==> src/rtl/bcd12_uart_tx.sv <==
// Sends a latched 3-digit BCD value as three 8N1 UART frames, least-significant digit first.
// Each byte is {HI_NIBBLE, digit}, so with the default HI_NIBBLE a valid digit is its ASCII code.
module bcd12_uart_tx #(
    parameter int unsigned CLKS_PER_BIT = 868,
    parameter logic [3:0]  HI_NIBBLE    = 4'h3
) (
    input  logic        clk,
    input  logic        rst_n,
    input  logic        start,
    input  logic [11:0] data12,
    output logic        tx,
    output logic        busy,
    output logic        done
);

    localparam int unsigned TimerW = (CLKS_PER_BIT > 1) ? $clog2(CLKS_PER_BIT) : 1;
    localparam logic [TimerW-1:0] TimerMax = TimerW'(CLKS_PER_BIT - 1);

    typedef enum logic [1:0] {
        StIdle,
        StStart,
        StData,
        StStop
    } state_e;

    state_e            state;
    logic [TimerW-1:0] bit_timer;
    logic [2:0]        bit_idx;
    logic [1:0]        byte_idx;
    logic [11:0]       data_q;
    logic [7:0]        shift_reg;
    logic [3:0]        next_digit;

    // Digit for the byte that follows the one now finishing its stop bit.
    always_comb begin
        next_digit = data_q[11:8];
        if (byte_idx == 2'd0) begin
            next_digit = data_q[7:4];
        end
    end

    always_ff @(posedge clk or negedge rst_n) begin
        if (!rst_n) begin
            state     <= StIdle;
            bit_timer <= '0;
            bit_idx   <= '0;
            byte_idx  <= '0;
            data_q    <= '0;
            shift_reg <= '0;
            tx        <= 1'b1;
            busy      <= 1'b0;
            done      <= 1'b0;
        end else begin
            done <= 1'b0;
            unique case (state)
                StIdle: begin
                    tx   <= 1'b1;
                    busy <= 1'b0;
                    if (start) begin
                        data_q    <= data12;
                        shift_reg <= {HI_NIBBLE, data12[3:0]};
                        byte_idx  <= '0;
                        bit_timer <= '0;
                        tx        <= 1'b0;
                        busy      <= 1'b1;
                        state     <= StStart;
                    end
                end
                StStart: begin
                    if (bit_timer == TimerMax) begin
                        bit_timer <= '0;
                        bit_idx   <= '0;
                        tx        <= shift_reg[0];
                        state     <= StData;
                    end else begin
                        bit_timer <= bit_timer + 1'b1;
                    end
                end
                StData: begin
                    if (bit_timer == TimerMax) begin
                        bit_timer <= '0;
                        if (bit_idx == 3'd7) begin
                            tx    <= 1'b1;
                            state <= StStop;
                        end else begin
                            bit_idx   <= bit_idx + 1'b1;
                            shift_reg <= shift_reg >> 1;
                            tx        <= shift_reg[1];
                        end
                    end else begin
                        bit_timer <= bit_timer + 1'b1;
                    end
                end
                StStop: begin
                    if (bit_timer == TimerMax) begin
                        bit_timer <= '0;
                        if (byte_idx == 2'd2) begin
                            busy  <= 1'b0;
                            done  <= 1'b1;
                            state <= StIdle;
                        end else begin
                            // Next frame starts immediately, no idle gap between bytes.
                            byte_idx  <= byte_idx + 1'b1;
                            shift_reg <= {HI_NIBBLE, next_digit};
                            tx        <= 1'b0;
                            state     <= StStart;
                        end
                    end else begin
                        bit_timer <= bit_timer + 1'b1;
                    end
                end
                default: state <= StIdle;
            endcase
        end
    end

endmodule

==> config.mk <==
export PLATFORM = sky130hd
export DESIGN_NAME = bcd12_uart_tx
export DESIGN_NICKNAME = d
export VERILOG_FILES = /design/src/rtl/bcd12_uart_tx.sv
export SDC_FILE = /design/constraint.sdc
export NUM_CORES = 1
export LEC_CHECK = 0
export CAP_MARGIN = 15
export CORE_UTILIZATION = 25
export CTS_BUF_LIST = sky130_fd_sc_hd__clkbuf_8
export DETAILED_ROUTE_END_ITERATION = 6
export PLACE_DENSITY_LB_ADDON = 0.3
export SLEW_MARGIN = 20
export SYNTH_ARGS = -nofsm -noshare
export SYNTH_HDL_FRONTEND = slang
export SYNTH_SLANG_ARGS = --single-unit
==> constraint.sdc <==
create_clock -name clk -period 6.1 [get_ports clk]
set_input_delay 0.915 -clock clk [delete_from_list [all_inputs] [get_ports clk]]
set_output_delay 0.915 -clock clk [all_outputs]
set_load 0.02 [all_outputs]
==> impl_metrics.toml, run 1 <==
[clock_tree]
post_cts_resized = 0
clk_latency_ns = 0.28
h-tree-depth = 2
clkTransAtPathRegs_ns = 0.07
cts_num_sinks = 34
root_buffer = "clkbuf_8"
cts_max_path_buffers = 2
cts_tree = "yes"
hold_buffers = 0
numCtsBuffers = 5
post-cts-setup-buffer-count = 0

[synth]
synthFlopType = "dfrtp_1"
synth_top_area_share_pct = 41.9
syn_nets = 219
synth_edf_count = 0
synthTopCellsByArea = "dfrtp_1, ha_1, mux2_2"
synth_top_area_cell = "dfrtp_1"
syn_inst = 192
synth_seq_area_share_pct = 43.2
syn_area_um2 = 1970
avgSynthCellArea_um2 = 10.3
synth-seq-cells = 34
synth.distinct_cells = 47
yosys_warnings = 0
ys_async_sr_fraction_pct = 100

[routing]
post_drt_wl_per_cell_um = 12.9
routed_wl_mm = 4.06
drc = 0
vias = 1470
drt_iter0_markers = 69
drt-pass1-iter-count = 4
drtAntennaViolNets = 0
viasPerCell = 4.68

[worst_hold_path]
hold_class = "flip-flop to flip-flop"

[timing]
rsz0062_at_grt = "false"
post-route-worst-setup-slack_ns = 3.60
fmaxAchievable_mhz = 401
fin_tns_setup_ns = 0
slew_violations = 0
relSlewSlack_pct = 41.9
setup_viol_count_final = 0
post-route-period-util_pct = 40.9
worst_pin_slew_ns = 0.865
hold_viol = 0
post-route-min-period_ns = 2.50
fin_skew_ns = 0.00819
fin_hold_ws_ns = 0.504

[cells_and_area]
diodes = 0
post-route-util_pct = 30.6
nets = 238
drive_above_1_share_pct = 16.0
stdcell_area_um2 = 2360
largest_register_ffs = 10
area_delta_synth_final_pct = 19.5

[placement]
place_congestion = 0.697
place_hpwl_mm = 2.86
portBuffers = 17
pre_cts_ws_ns = 3.44
placed_area_um2 = 2250

[die]
start_util_pct = 25.7
num_io_pins = 18
die-height_um = 90.8
dieArea_um2 = 8250
core-area_um2 = 7690
fp.dieW_um = 90.8
rows = 32

[worst_setup_path]
critPathKind = "flip-flop to flip-flop"
crit_path_cell_trace = "ha_1 > or4b_4 > or3_1 > a21oi_4 > mux2_4"
cp_slowest_cell = "or3_1"
end_kind = "flip-flop"
arrival_ns = 2.67
slowest_delay_ns = 0.63
worstPathMaxFanout = 15
cp_data_required_time_ns = 6.27
startpoint_type = "flip-flop"

[global_route]
track_usage_pct = 11.0
grt_pass1_wl_mm = 7.36
gr-total-overflow = 0
antenna_found_initial = 0
grt_max_degree = 35
grt_pass1_vias = 1456

[power]
ir_drop_mv = 0.106
p_per_area_nw_per_um2 = 186
leakage_nw = 1.05

[outcome]
outcome = "completed"

[job]
cap_viol_max_count = 0
worst paths after layout:
check                      slack [ns]    startpoint  cells after the start            to
max in group asynchronous        4.73         rst_n                      2            tx
hold reg to reg                  0.50     data_q[5]                      1     data_q[5]
setup reg to reg                 3.60  bit_timer[0]                      5  shift_reg[2]
min in group asynchronous        1.04         rst_n                      2      state[1]
setup / recovery                 3.60  bit_timer[0]                      5  shift_reg[2]
hold / removal                   0.50     data_q[5]                      1     data_q[5]
power breakdown:
| group | internal (W) | switching (W) |
|---|---|---|
| combinational | 0.00000904 | 0.00000658 |
| clock | 0.000114 | 0.0000834 |
| sequential | 0.000225 | 0 |
layer usage:
layer | wire [um] | vias up | GRT usage, %
met5 | 0 | - | 0
met4 | 18 | 0 | 2.38
met3 | 119 | 3 | 2.53
met2 | 1840 | 26 | 17.2
met1 | 2080 | 707 | 15.5
li1 | - | 734 | -
layout by cell type, fill, tap and decap left out, drive strengths merged, types with 5 or more instances in the layout:
| cell type | netlist | routed |
|---|---|---|
| a21oi | 7 | 7 |
| clkbuf | 4 | 8 |
| clkdlybuf4s50 | 0 | 17 |
| dfrtp | 33 | 33 |
| ha | 12 | 12 |
| inv | 11 | 11 |
| mux2 | 18 | 18 |
| nand2 | 24 | 24 |
| nand3 | 13 | 13 |
| nor2 | 5 | 5 |
| o21ai | 8 | 8 |
| or3 | 5 | 5 |
kinds of logic (layout without fill, tap and decap cells):
logic type | Yosys count | in the layout | synth area share (%)
AND/OR/NAND/NOR | 68 | 68 | 17.6
AO/OA/AOI/OAI | 39 | 39 | 14.7
flip-flops | 34 | 34 | 43.2
multiplexers | 21 | 21 | 12.8
buffers and inverters | 17 | 37 | 3.68
adder cells (fa/ha/maj) | 12 | 12 | 7.61
XOR/XNOR | 1 | 1 | 0.444
cells in the mapped netlist, types with 5 or more instances:
master and count:
ha_1 12, a21oi_1 5, nor2_1 5, dfrtp_1 33
inv_1 11, mux2_4 5, nand3_1 13, or3_1 5
o21ai_0 8, nand2_1 24, mux2_2 13
worst max-delay path, delay by kind of cell (launching register included):
| family | cells | cell delay, ns |
|---|---|---|
| flip-flops | 1 | 0.39 |
| AND/OR/NAND/NOR | 2 | 1.12 |
| AO/OA/AOI/OAI | 1 | 0.35 |
| multiplexers | 1 | 0.32 |
| adder cells (fa/ha/maj) | 1 | 0.20 |
metrics by stage:
step | cells | total power, W
after global routing | 314 | 0.000457
after detailed placement | 306 | 0.000246
final | 314 | 0.000438
after CTS | 314 | 0.000447
after global placement | 306 | 0.000246
after floorplan | 192 | 0.000231
final cells by class:
| type | count | area (um2) |
|---|---|---|
| fill | 836 | 5330 |
| multi-input combinational | 141 | 1050 |
| sequential | 34 | 852 |
| timing repair buffer | 18 | 178 |
| tap | 102 | 128 |
| clock buffer | 8 | 110 |
| inverter | 11 | 41.3 |
No activity file was read; power rests on OpenSTA's default activity.
==> run 2, diff against run 1 <==
==> constraint.sdc (replaced) <==
create_clock -name clk -period 2.2 [get_ports clk]
set_input_delay 0.33 -clock clk [delete_from_list [all_inputs] [get_ports clk]]
set_output_delay 0.33 -clock clk [all_outputs]
set_load 0.02 [all_outputs]
==> run 2 against run 1 <==
Against the previous run:
- sequential share of layout area shrank 1.9 points
- register-to-register slack lost 3.5 ns
- core utilization grew 1.7 points
- global-route usage grew 0.82 points
- cell count grew 6.4%
- design area grew 5.5%
- first-iteration DRC count shrank 51%
- largest cell class unchanged
==> impl_metrics.toml, run 2 (same netlist as run 1, synthesis figures left out) <==
[timing]
fin_hold_ws_ns = 0.456
relSlewSlack_pct = 69.4
fmaxAchievable_mhz = 472
worst_pin_slew_ns = 0.459
fin_skew_ns = 0.00531
post-route-min-period_ns = 2.12
slew_violations = 0
post-route-period-util_pct = 96.3
setup_viol_count_final = 0
fin_tns_setup_ns = 0
hold_viol = 0

[cells_and_area]
register_area_um2 = 852
largest_register_ffs = 10
area_delta_synth_final_pct = 26.0
fill_cells = 823
multi_input_area_um2 = 1050
final_common_cell = "dfrtp_1"
nets = 259
diodes = 0
final_cell_mix = "dfrtp_1, nand2_1, buf_4"
drive_above_1_share_pct = 22.8

[placement]
place_congestion = 0.772
place_hpwl_mm = 3.26
portBuffers = 17

[routing]
routed_wl_mm = 4.42
drc = 0
drt_iter0_markers = 34
vias = 1550
drtAntennaViolNets = 0
drt-pass1-iter-count = 4
viasPerCell = 4.64
post_drt_wl_per_cell_um = 13.2

[worst_setup_path]
startpoint_type = "flip-flop"
rrSetupSlack_ns = 0.08
timing.rr.end = "shift_reg[2]"
timing.rr.start = "bit_timer[0]"
cp_data_required_time_ns = 2.37
worstPathMaxFanout = 5
cp-startpoint = "bit_timer[0]"
r2r_cells = 5
end_kind = "flip-flop"
arrival_ns = 2.28
critPathKind = "flip-flop to flip-flop"

[clock_tree]
cts_tree = "yes"
hold_buffers = 0
numCtsBuffers = 5
clk_latency_ns = 0.28
cts_max_path_buffers = 2
clkTransAtPathRegs_ns = 0.07
cts_num_sinks = 34
root_buffer = "clkbuf_8"
h-tree-depth = 2

[worst_hold_path]
hold_class = "input port to async pin"

[global_route]
gr-total-overflow = 0
grt_pass1_vias = 1568
grt_max_degree = 35
antenna_found_initial = 0
grt_pass1_wl_mm = 7.82
track_usage_pct = 11.8

[power]
total_power_w = 0.00110
p_per_area_nw_per_um2 = 441
leakage_nw = 1.14
ir_drop_mv = 0.214

[die]
rows = 32
die-height_um = 90.8
core-area_um2 = 7690
num_io_pins = 18
dieArea_um2 = 8250
start_util_pct = 25.7
fp.dieW_um = 90.8

[job]
cap_viol_max_count = 0

[outcome]
outcome = "completed"
-- run 2: cell types whose count changed in the layout (fill, tap and decap cells not counted) --
cell / previous run / this run
clkbuf_8: 8 / 5
inv_1: 11 / 13
or3_4: 0 / 1
or3_1: 5 / 4
buf_4: 1 / 22
-- run 2: worst max-delay path by stage --
stage,end,cells after the start
6_report,shift_reg[2],5
5_1_grt,shift_reg[2],5
4_1_cts,shift_reg[2],5
3_5_place_dp,shift_reg[3],5
3_3_place_gp,shift_reg[2],5
2_1_floorplan,shift_reg[0],6
-- run 2: layout make-up --
cell class,instances,area share (%)
tap,102,5.14
clock inverter,2,0.302
clock buffer,5,2.77
timing repair buffer,39,13.5
inverter,11,1.66
sequential,34,34.3
multi-input combinational,141,42.3
-- run 2: worst max-delay path, stage by stage (launching register included) --
cell,delay [ns]
dfrtp_1,0.37
ha_1,0.16
or4b_4,0.47
or3_4,0.43
a21oi_4,0.25
mux2_4,0.32
-- run 2: repair_timing --
| action | 4_1_cts | 5_1_grt |
|---|---|---|
| cloned | 0 | 0 |
| setup endpoints to repair | 3 | 5 |
| pin swaps | 1 | 1 |
| resized for setup | 1 | 0 |
| hold endpoints to repair | 0 | 0 |
| setup buffers | 0 | 1 |
-- run 2: where the power goes --
part	total, W	internal, W	switching, W
combinational	0.0000453	0.0000262	0.0000191
clock	0.000425	0.000209	0.000216
sequential	0.000625	0.000625	0
total	0.00110	0.000860	0.000235
-- run 2: per-stage QoR --
| stage | worst slack [ns] | cells | util [%] | instance area (um2) |
|---|---|---|---|---|
| 2_1_floorplan | 0.0437 | 192 | - | 1970 |
| 3_3_place_gp | 0.0347 | 326 | 31.2 | 2400 |
| 3_5_place_dp | 0.0143 | 326 | 31.2 | 2400 |
| 4_1_cts | 0.0480 | 333 | 32.2 | 2480 |
| 5_1_grt | -0.00323 | 334 | 32.3 | 2480 |
| 6_report | 0.0816 | 334 | 32.3 | 2480 |
-- run 2: per-layer routing --
layer,global-route usage (%),vias up,part of all wire [%]
met5,0,-,0
met4,3.17,0,0.66
met3,2.53,5,2.5
met2,19.8,21,47
met1,15.4,749,50
li1,-,775,-
==> run 3, diff against run 2 <==
--- a/config.mk
+++ b/config.mk
@@ -9,6 +9,7 @@
 export CORE_UTILIZATION = 25
 export CTS_BUF_LIST = sky130_fd_sc_hd__clkbuf_8
 export DETAILED_ROUTE_END_ITERATION = 6
+export GPL_ROUTABILITY_DRIVEN = 0
 export PLACE_DENSITY_LB_ADDON = 0.3
 export SLEW_MARGIN = 20
 export SYNTH_ARGS = -nofsm -noshare
==> results of run 3 <==
Final layout, timing and power as in run 2 (identical DEF).
